<file path="src/rtl/mem_arbiter_if.sv">
// Wishbone classic bus between the UART bridge (master) and the memory arbiter (slave).
// Signal names keep the arbiter-side _i/_o suffixes on both modports.
interface mem_arbiter_if #(
   parameter int DATA_WIDTH = 32,
   parameter int ADDR_WIDTH = 9
);
   logic                  m0_cyc_i;
   logic                  m0_stb_i;
   logic                  m0_we_i;
   logic [ADDR_WIDTH-1:0] m0_adr_i;
   logic [DATA_WIDTH-1:0] m0_dat_i;
   logic [DATA_WIDTH-1:0] m0_dat_o;
   logic                  m0_ack_o;

   modport master (
      output m0_cyc_i, m0_stb_i, m0_we_i, m0_adr_i, m0_dat_i,
      input  m0_dat_o, m0_ack_o
   );

   modport slave (
      input  m0_cyc_i, m0_stb_i, m0_we_i, m0_adr_i, m0_dat_i,
      output m0_dat_o, m0_ack_o
   );
endinterface

</file>
<file path="src/rtl/mem_arbiter.sv">
// Shares a single-port SRAM between the core data port and a Wishbone UART bridge.
// The core owns the SRAM in IDLE; a UART access freezes the core for four cycles.
module mem_arbiter #(
   parameter int DATA_WIDTH = 32,
   parameter int ADDR_WIDTH = 9
) (
   input  logic                  clk,
   input  logic                  rst,
   mem_arbiter_if.slave          m0,
   input  logic                  c_req_i,
   input  logic                  c_we_i,
   input  logic [ADDR_WIDTH-1:0] c_adr_i,
   input  logic [DATA_WIDTH-1:0] c_dat_i,
   output logic [DATA_WIDTH-1:0] c_dat_o,
   output logic                  o_stall,
   output logic                  sram_csb_o,
   output logic                  sram_web_o,
   output logic [ADDR_WIDTH-1:0] sram_addr_o,
   output logic [DATA_WIDTH-1:0] sram_din_o,
   input  logic [DATA_WIDTH-1:0] sram_dout_i
);
   typedef enum logic [2:0] {IDLE, U_ISSUE, U_WAIT, U_ACK, U_END} state_t;

   state_t                state_q, state_d;
   logic                  fair_q, fair_d;
   logic                  c_rd_pend_q, c_rd_pend_d;
   logic [DATA_WIDTH-1:0] c_dat_r_q, c_dat_r_d;
   logic [DATA_WIDTH-1:0] m0_dat_q, m0_dat_d;
   logic                  m0_req;
   logic                  m0_ack;

   assign m0_req = m0.m0_cyc_i & m0.m0_stb_i;

   always_ff @(posedge clk) begin
      if (!rst) begin
         state_q     <= IDLE;
         fair_q      <= 1'b0;
         c_rd_pend_q <= 1'b0;
         c_dat_r_q   <= '0;
         m0_dat_q    <= '0;
      end else begin
         state_q     <= state_d;
         fair_q      <= fair_d;
         c_rd_pend_q <= c_rd_pend_d;
         c_dat_r_q   <= c_dat_r_d;
         m0_dat_q    <= m0_dat_d;
      end
   end

   always_comb begin
      state_d = state_q;
      unique case (state_q)
         // After a UART transaction the core wins one tie before the UART may go again.
         IDLE:    if (m0_req && !(fair_q && c_req_i)) state_d = U_ISSUE;
         U_ISSUE: state_d = m0.m0_cyc_i ? U_WAIT : IDLE;
         U_WAIT:  state_d = m0.m0_cyc_i ? U_ACK : IDLE;
         U_ACK:   state_d = U_END;
         U_END:   if (!m0.m0_stb_i) state_d = IDLE;
         default: state_d = IDLE;
      endcase
   end

   always_comb begin
      fair_d = fair_q;
      if (state_q == IDLE && c_req_i) begin
         fair_d = 1'b0;
      end else if (state_q == U_END && !m0.m0_stb_i) begin
         fair_d = 1'b1;
      end
      c_rd_pend_d = (state_q == IDLE) && c_req_i && !c_we_i;
      c_dat_r_d   = c_rd_pend_q ? sram_dout_i : c_dat_r_q;
      m0_dat_d    = (state_q == U_WAIT && !m0.m0_we_i) ? sram_dout_i : m0_dat_q;
   end

   always_comb begin
      sram_csb_o  = 1'b1;
      sram_web_o  = 1'b1;
      sram_addr_o = c_adr_i;
      sram_din_o  = c_dat_i;
      o_stall     = 1'b1;
      m0_ack      = 1'b0;
      unique case (state_q)
         IDLE: begin
            sram_csb_o = ~c_req_i;
            sram_web_o = ~c_we_i;
            o_stall    = 1'b0;
         end
         U_ISSUE: begin
            sram_csb_o  = 1'b0;
            sram_web_o  = ~m0.m0_we_i;
            sram_addr_o = m0.m0_adr_i;
            sram_din_o  = m0.m0_dat_i;
         end
         U_ACK:   m0_ack = m0.m0_cyc_i;
         default: ;
      endcase
   end

   // Read data is forwarded live in the cycle after the read, then held across stalls.
   assign c_dat_o     = c_rd_pend_q ? sram_dout_i : c_dat_r_q;
   assign m0.m0_dat_o = m0_dat_q;
   assign m0.m0_ack_o = m0_ack;
endmodule

</file>
<file path="src/flat_wrapper.sv">
// flat-port wrapper written by rule: the top's interface ports become plain ports
module mem_arbiter_flat 
#(
   parameter int DATA_WIDTH = 32,
   parameter int ADDR_WIDTH = 9
)
  (clk, rst, c_req_i, c_we_i, c_adr_i, c_dat_i, c_dat_o, o_stall, sram_csb_o, sram_web_o, sram_addr_o, sram_din_o, sram_dout_i, m0_m0_cyc_i, m0_m0_stb_i, m0_m0_we_i, m0_m0_adr_i, m0_m0_dat_i, m0_m0_dat_o, m0_m0_ack_o);
  mem_arbiter_if #(.DATA_WIDTH(DATA_WIDTH), .ADDR_WIDTH(ADDR_WIDTH)) m0_i ();
  input  logic clk;
  input  logic rst;
  input  logic c_req_i;
  input  logic c_we_i;
  input  logic [ADDR_WIDTH-1:0] c_adr_i;
  input  logic [DATA_WIDTH-1:0] c_dat_i;
  output logic [DATA_WIDTH-1:0] c_dat_o;
  output logic o_stall;
  output logic sram_csb_o;
  output logic sram_web_o;
  output logic [ADDR_WIDTH-1:0] sram_addr_o;
  output logic [DATA_WIDTH-1:0] sram_din_o;
  input  logic [DATA_WIDTH-1:0] sram_dout_i;
  input wire logic [$bits(m0_i.m0_cyc_i)-1:0] m0_m0_cyc_i;
  input wire logic [$bits(m0_i.m0_stb_i)-1:0] m0_m0_stb_i;
  input wire logic [$bits(m0_i.m0_we_i)-1:0] m0_m0_we_i;
  input wire logic [$bits(m0_i.m0_adr_i)-1:0] m0_m0_adr_i;
  input wire logic [$bits(m0_i.m0_dat_i)-1:0] m0_m0_dat_i;
  output wire logic [$bits(m0_i.m0_dat_o)-1:0] m0_m0_dat_o;
  output wire logic [$bits(m0_i.m0_ack_o)-1:0] m0_m0_ack_o;
  assign m0_i.m0_cyc_i = m0_m0_cyc_i;
  assign m0_i.m0_stb_i = m0_m0_stb_i;
  assign m0_i.m0_we_i = m0_m0_we_i;
  assign m0_i.m0_adr_i = m0_m0_adr_i;
  assign m0_i.m0_dat_i = m0_m0_dat_i;
  assign m0_m0_dat_o = m0_i.m0_dat_o;
  assign m0_m0_ack_o = m0_i.m0_ack_o;
  mem_arbiter #(.DATA_WIDTH(DATA_WIDTH), .ADDR_WIDTH(ADDR_WIDTH)) u_core (.clk(clk), .rst(rst), .m0(m0_i), .c_req_i(c_req_i), .c_we_i(c_we_i), .c_adr_i(c_adr_i), .c_dat_i(c_dat_i), .c_dat_o(c_dat_o), .o_stall(o_stall), .sram_csb_o(sram_csb_o), .sram_web_o(sram_web_o), .sram_addr_o(sram_addr_o), .sram_din_o(sram_din_o), .sram_dout_i(sram_dout_i));
endmodule
</file>
<file path="config.mk">
export PLATFORM = sky130hd
export DESIGN_NAME = mem_arbiter_flat
export DESIGN_NICKNAME = d
export VERILOG_FILES = /design/src/rtl/mem_arbiter_if.sv /design/src/rtl/mem_arbiter.sv /design/src/flat_wrapper.sv
export SDC_FILE = /design/constraint.sdc
export NUM_CORES = 1
export LEC_CHECK = 0
export ABC_AREA = 1
export ABC_CLOCK_PERIOD_IN_PS = 1300
export CAP_MARGIN = 20
export CORE_ASPECT_RATIO = 0.6
export CORE_MARGIN = 2
export CORE_UTILIZATION = 35
export CTS_BUF_LIST = sky130_fd_sc_hd__clkbuf_8
export DETAILED_ROUTE_END_ITERATION = 8
export GPL_TIMING_DRIVEN = 0
export PLACE_DENSITY = 0.91
export RECOVER_POWER = 100
export SYNTH_ARGS = -nofsm -noshare
export SYNTH_HDL_FRONTEND = slang
export SYNTH_SLANG_ARGS = --single-unit
</file>
<file path="constraint.sdc">
create_clock -name clk -period 1.3 [get_ports clk]
set_input_delay 0.26 -clock clk [delete_from_list [all_inputs] [get_ports clk]]
set_output_delay 0.26 -clock clk [all_outputs]
set_load 0.005 [all_outputs]
</file>
==> metrics.csv <==
stage;metric;value;unit
synthesis;Seq cells post-synth;69;
clock_network;Clk pin slew, worst setup/hold paths;70;ps
detailed_routing;drt first pass iters;5;
detailed_routing;Routed Antenna Nets;0;
detailed_routing;initial DRC count;333;
floorplanning;Die H;79.4;µm
power;Static Leak;3.91;nW
floorplanning;total core area;9190;µm²
synthesis;Unique masters post-synth;18;
place;IO Port Bufs;228;
synthesis;Syn Nets;672;
detailed_routing;vias;5121;
place;area post-placement;5760;µm²
sta;Fin. Hold Viols;0;
sta;Period minus WS final;1860;ps
sta;# setup viols final;111;
worst_hold_path;Hold WC Path Type;primary input to flip-flop;
setup_path;critical register-to-register path startpoint;u_core.state_q[2]$_SDFFE_PN0P_;
clock_network;number of clock sinks;69;
sta;RSZ-0062 raised after global routing;yes;
setup_path;Reg2Reg Setup Slack;-370;ps
synthesis;cells after synthesis;551;
setup_path;CP max FO;10;
sta;max-slew headroom at the worst pin;49.9;%
grt;Tot GR Track Use;30.7;%
place;Inst Count DP;909;
cells_and_area;ratio of cells with drive above 1 in the final layout;42.9;%
clock_network;worst skew pair latency;340;ps
grt;first-pass GRT wire length;24.0;mm
sta;Clock Skews;10.2;ps
clock_network;Hold Buf Count CTS;0;
detailed_routing;Routed WL;19.6;mm
place;DP Worst Slack;-731;ps
setup_path;CP top delay family;buffers and inverters;
synthesis;post-synthesis sequential area ratio;41.7;%
job;max_cap viols;0;
grt;total grt overflow;0;
detailed_routing;Vias/cell;5.11;
cells_and_area;area delta synth->final;129;%
power;peak supply drop;0.737;mV
floorplanning;Site Rows;27;
sta;hold_ws;236;ps
sta;worst-margin pin slew;751;ps
setup_path;Critical Path AT;1600;ps
worst_hold_path;hold path cells;3;
worst_hold_path;Hold Crit Endpoint;u_core.m0.m0_dat_o[0]$_SDFFE_PN0P_;
place;GP Congestion;0.868;
floorplanning;Starting Density;36.0;%
grt;largest net degree at the start of global routing;12;
sta;final worst path period share;143;%
cells_and_area;ANT cells;0;
synthesis;syn avg cell area;6.01;µm²
status;failing checks;negative setup slack;
setup_path;max incr delay on CP;360;ps
floorplanning;chip width;130;µm
sta;final setup margin;-561;ps
cells_and_area;final instance area;7590;µm²
clock_network;Inserted Clock Buffers;9;
power;pwr dens;822;nW/µm²
synthesis;YS warnings;0;
place;post-detailed-placement half-perimeter wirelength;10.9;mm
cells_and_area;Final nets;988;
floorplanning;die area;10300;µm²
detailed_routing;Wirelength per Cell;19.6;µm
sta;Fin Setup TNS;-37990;ps
sta;Slew Viols, Final;0;
setup_path;CP max-delay cell;dfxtp_4;
worst_hold_path;HP Start;rst;
detailed_routing;drt drc;0;
clock_network;CTS Buffer Depth;2;
setup_path;Reg2Reg Depth;9;
synthesis;Synth Cell Area;3310;µm²
setup_path;critical path launch point type;flip-flop;
cells_and_area;Finished Layout Cells;1002;
clock_network;H-tree depth;3;
setup_path;Critical Path Sink Type;primary output;
sta;fmax;537;MHz
floorplanning;IO Count;230;
clock_network;CTS tree;yes;
setup_path;Worst Path Buf+Inv;4;
setup_path;critical path cell sequence;inv_4, nand3_4, buf_4, buf_6, nand2_1, nand2_2, buf_2;
setup_path;R2R Path End;u_core.m0.m0_dat_o[28]$_SDFFE_PN0P_;
clock_network;Clk Tree Root Cell;clkbuf_8;
setup_path;CP required;1040;ps
setup_path;WS Path Type;flip-flop to primary output;
status;status;complete, but fails checks;
grt;vias in the first global route;4676;
grt;initial antenna violation count;0;
[cell usage in the layout (no fill, tap or decap), types with 28 or more instances in the layout]
cell and count:
nand2_1 133, clkdlybuf4s50_1 119, nand2_2 104, buf_6 75, nor2_1 65, dfxtp_1 62
nand2_4 57, buf_2 45, inv_1 41, dlygate4sd2_1 33, a21oi_1 31, buf_4 28
[synthesized netlist by cell type, drive strengths merged]
master	instances	area, µm²
a21oi	34	174
buf	19	105
clkbuf	9	33.8
clkinv	1	3.75
dfxtp	69	1380
inv	42	158
nand2	294	1100
nand3	5	42.5
nand3b	1	7.51
nor2	72	278
nor3	1	5.00
o21ai	4	20.0
[cell families (layout without fill, tap and decap cells)]
| kind of cell | after synthesis | after routing | share of synthesized area (%) |
|---|---|---|---|
| buf+inv | 71 | 391 | 9.07 |
| simple gates | 373 | 374 | 43.4 |
| flops | 69 | 69 | 41.7 |
| compound gates | 38 | 38 | 5.86 |
[per-layer routing]
| metal | share of wire [%] | track usage [%] | vias to the layer above |
|---|---|---|---|
| met2 | 47 | 50.7 | 334 |
| met5 | 0.17 | 0 | - |
| li1 | - | - | 2284 |
| met3 | 11 | 13.7 | 85 |
| met4 | 4.3 | 13.9 | 2 |
| met1 | 38 | 34.2 | 2416 |
[stage by stage]
| stage | utilization (%) | power, mW |
|---|---|---|
| floorplan | - | 2.75 |
| global placement | 62.6 | 3.80 |
| detailed placement | 62.6 | 3.82 |
| CTS | 73.8 | 5.84 |
| global route | 82.6 | 6.46 |
| finish | 82.6 | 6.24 |
[what timing repair did]
action	in CTS	in global routing
gates resized for setup	566	170
setup endpoints to repair	110	111
setup buffers	53	26
gates cloned	4	5
pin swaps	26	21
[state kept, by name, summed over array words and instances (netlist names)]
register,flops
u_core.c_dat_r_q,32
u_core.m0.m0_dat_o,32
u_core.state_q,3
u_core.c_rd_pend_q,1
u_core.fair_q,1
[layout make-up]
type                       count  area [µm²]
inverter                      43         186
multi-input combinational    412        2390
timing repair buffer         304        2910
fill                         537        1600
tap                          130         163
buffer                        28         345
sequential                    69        1400
clock buffer                  10         138
clock inverter                 6        55.1
[power breakdown]
| part | internal [mW] | switching (mW) |
|---|---|---|
| Clock | 0.923 | 0.825 |
| Sequential | 2.18 | 0.0454 |
| Combinational | 1.21 | 1.07 |
[worst max path at each step]
stage / end / slack, ps / cells after the start / startpoint
after global placement: sram_addr_o[7] / -740 / 6 / u_core.state_q[1]$_SDFFE_PN0P_
after detailed placement: sram_addr_o[7] / -730 / 6 / u_core.state_q[1]$_SDFFE_PN0P_
final: sram_din_o[12] / -560 / 7 / u_core.state_q[2]$_SDFFE_PN0P_
after CTS: sram_din_o[4] / -480 / 6 / u_core.state_q[2]$_SDFFE_PN0P_
after floorplan: sram_csb_o / 90 / 5 / u_core.state_q[2]$_SDFFE_PN0P_
after global routing: sram_din_o[12] / -690 / 7 / u_core.state_q[2]$_SDFFE_PN0P_
[worst min-delay path, stage by stage]
cell     delay [ps]
buf_2           160
nand2_1          80
nor2_1           30
Power figures use the tool's default switching activity.
==> edit, RTL diff (config.mk and constraints unchanged) <==
`DATA_WIDTH` is set to 32 in 3 places; all go to 48.
--- a/src/rtl/mem_arbiter_if.sv
+++ b/src/rtl/mem_arbiter_if.sv
@@ -1,7 +1,7 @@
 // Wishbone classic bus between the UART bridge (master) and the memory arbiter (slave).
 // Signal names keep the arbiter-side _i/_o suffixes on both modports.
 interface mem_arbiter_if #(
-   parameter int DATA_WIDTH = 32,
+   parameter int DATA_WIDTH = 48,
    parameter int ADDR_WIDTH = 9
 );
    logic                  m0_cyc_i;
--- a/src/rtl/mem_arbiter.sv
+++ b/src/rtl/mem_arbiter.sv
@@ -1,7 +1,7 @@
 // Shares a single-port SRAM between the core data port and a Wishbone UART bridge.
 // The core owns the SRAM in IDLE; a UART access freezes the core for four cycles.
 module mem_arbiter #(
-   parameter int DATA_WIDTH = 32,
+   parameter int DATA_WIDTH = 48,
    parameter int ADDR_WIDTH = 9
 ) (
    input  logic                  clk,
--- a/src/flat_wrapper.sv
+++ b/src/flat_wrapper.sv
@@ -1,7 +1,7 @@
 // flat-port wrapper written by rule: the top's interface ports become plain ports
 module mem_arbiter_flat 
 #(
-   parameter int DATA_WIDTH = 32,
+   parameter int DATA_WIDTH = 48,
    parameter int ADDR_WIDTH = 9
 )
   (clk, rst, c_req_i, c_we_i, c_adr_i, c_dat_i, c_dat_o, o_stall, sram_csb_o, sram_web_o, sram_addr_o, sram_din_o, sram_dout_i, m0_m0_cyc_i, m0_m0_stb_i, m0_m0_we_i, m0_m0_adr_i, m0_m0_dat_i, m0_m0_dat_o, m0_m0_ack_o);
Interface: changed (6 resized); port bits go from 230 to 326. No check against the original RTL was run, so the function may have changed too.
==> edit against the original RTL <==
- the run still ends with negative setup slack left
- sequential cell count increased by 32
- final cell count increased by 41%
- total power increased by 36%
- fmax decreased by 2.4%
- register-to-register slack improved by 0.08 ns
- area after synthesis increased by 44%
- critical path depth increased by 2
- global-route usage increased by 3.5 points
- die area increased by 42%
- design area increased by 39%
- setup slack got worse by 0.047 ns
- routed wire length increased by 49%
- largest cell class unchanged
==> edit: results (changes against the original RTL) <==
| Metric | Value |
|---|---|
| Leakage power of the design | 5.52 nW (+41%) |
| Sequential portion of the cell area | 19.7% (+1.3 points) |
| Setup slack after layout | -0.608 ns (-0.0467 ns) |
| Area post-placement | 8210 um2 (+43%) |
| Violated checks | negative setup slack |
| Outcome | complete, but fails checks |
| Number of failing setup endpoints in the final timing report | 165 (+49%) |
| Leading cell types by total area after synthesis | sky130_fd_sc_hd__dfxtp_1 43%, sky130_fd_sc_hd__nand2_1 33%, sky130_fd_sc_hd__nor2_1 8.1%, sky130_fd_sc_hd__a21oi_1 5.3%, sky130_fd_sc_hd__inv_1 4.3% |
| Max-Slew Margin vs Limit | 56.6% (+6.6 points) |
| Via-per-instance ratio | 5.13 (+0.28%) |
| Final core area utilization | 80.9% (-1.8 points) |
| Initial antenna violation count | 3 (+3) |
| Synth Net Count | 959 (+43%) |
| Clock Pin Slew Worst Setup and Hold Paths | 0.11 ns (+0.04 ns) |
| Biggest fanout along the worst timing path | 7 (-3) |
| Final antenna diode count | 1 (+1) |
| Fin Clk Skew | 0.0275 ns (+0.0173 ns) |
| Multi-input comb cells | 587 (+42%) |
| FF+latch count | 101 (+46%) |
| Fraction of area in non-clock buffers | 43.3% (+0.42 points) |
| Wire length of the first global-routing pass | 37800 um (+58%) |
| Vias | 7257 (+42%) |
| Buffers, non-clock | 482 (+45%) |
| Sequential-to-total area share from yosys stat | 42.5% (+0.80 points) |
| Port bufs | 324 (+42%) |
| Number of non-clock inverters | 59 (+37%) |
| Maximum VDD drop | 0.000767 V (+4.0%) |
| Drt initial violations | 498 (+50%) |
| Post-placement setup slack | -0.830 ns (-0.0988 ns) |
| Data arrival time of the worst path | 1.65 ns (+0.05 ns) |
| Wire length reported by the detailed router | 29200 um (+49%) |
| Final HPWL DP | 17700 um (+62%) |
| Post-synthesis xor/xnor area fraction | 0% (unchanged) |
| Routability cong. | 0.882 (+1.6%) |
| Largest net degree at the start of global routing | 22 (+10) |
| # nets final | 1409 (+43%) |
| Total GRT Usage | 34.3% (+3.5 points) |
| Skew-Pair Late Insertion Delay | 0.39 ns (+0.05 ns) |
| Die boundary width | 155 um (+19%) |
| Complex-gate fraction of the synthesized area | 5.68% (-0.17 points) |
| Peak per-stage delay on the critical path | 0.38 ns (+0.02 ns) |
| Vias in the first global route | 6720 (+44%) |
| Layout cells sized above 1 | 40.7% (-2.2 points) |
| Most used standard cells in the synthesized netlist | 422 x sky130_fd_sc_hd__nand2_1, 103 x sky130_fd_sc_hd__nor2_1, 101 x sky130_fd_sc_hd__dfxtp_1 |
| Multi-input gate share of total cell area | 30.8% (-0.77 points) |
[edit: changes by cell type after synthesis, moves of 3 or more]
cell / unedited run / this run
sky130_fd_sc_hd__nand2_1: 294 / 422
sky130_fd_sc_hd__dfxtp_1: 69 / 101
sky130_fd_sc_hd__nor2_1: 71 / 103
sky130_fd_sc_hd__a21oi_1: 33 / 50
sky130_fd_sc_hd__inv_1: 40 / 55
sky130_fd_sc_hd__clkbuf_1: 9 / 15
sky130_fd_sc_hd__buf_2: 15 / 19
sky130_fd_sc_hd__buf_4: 4 / 7
[edit: repair_timing]
item	CTS	global route
pin swaps	30	36
setup endpoints to repair	202	166
gates resized for setup	824	168
gates cloned	10	1
setup buffers	77	36
[edit: per-layer routing]
layer  wire (um)  vias up  track usage (%)
li1            -     3271                -
met2       13800      469             57.8
met1       10600     3397             40.9
met4        1330        2             11.5
met5          11        -                0
met3        3460      118             12.4
[edit: final timing paths]
kind                                      startpoint                      to  slack, ns  depth (start not counted)
worst max-delay path               u_core.state_q[1]          sram_din_o[33]      -0.61                          9
worst min register to register  u_core.c_dat_r_q[34]    u_core.c_dat_r_q[34]       0.48                          2
worst min-delay path                             rst      u_core.c_rd_pend_q       0.32                          3
worst max register to register     u_core.state_q[2]  u_core.m0.m0_dat_o[46]      -0.29                          7
[edit: power groups by stage]
stage          registers (mW)  clock network (mW)  logic, mW
2_1_floorplan            3.30                   0      0.682
3_3_place_gp             3.30                   0       2.20
3_5_place_dp             3.30                   0       2.22
4_1_cts                  3.25                2.08       2.67
5_1_grt                  3.28                2.24       3.24
6_report                 3.27                2.11       3.09
[edit: tightest hold or removal path: stages]
cell	delay, ns
sky130_fd_sc_hd__clkbuf_1	0.16
sky130_fd_sc_hd__clkinv_1	0.16
sky130_fd_sc_hd__nor3_1	0.07
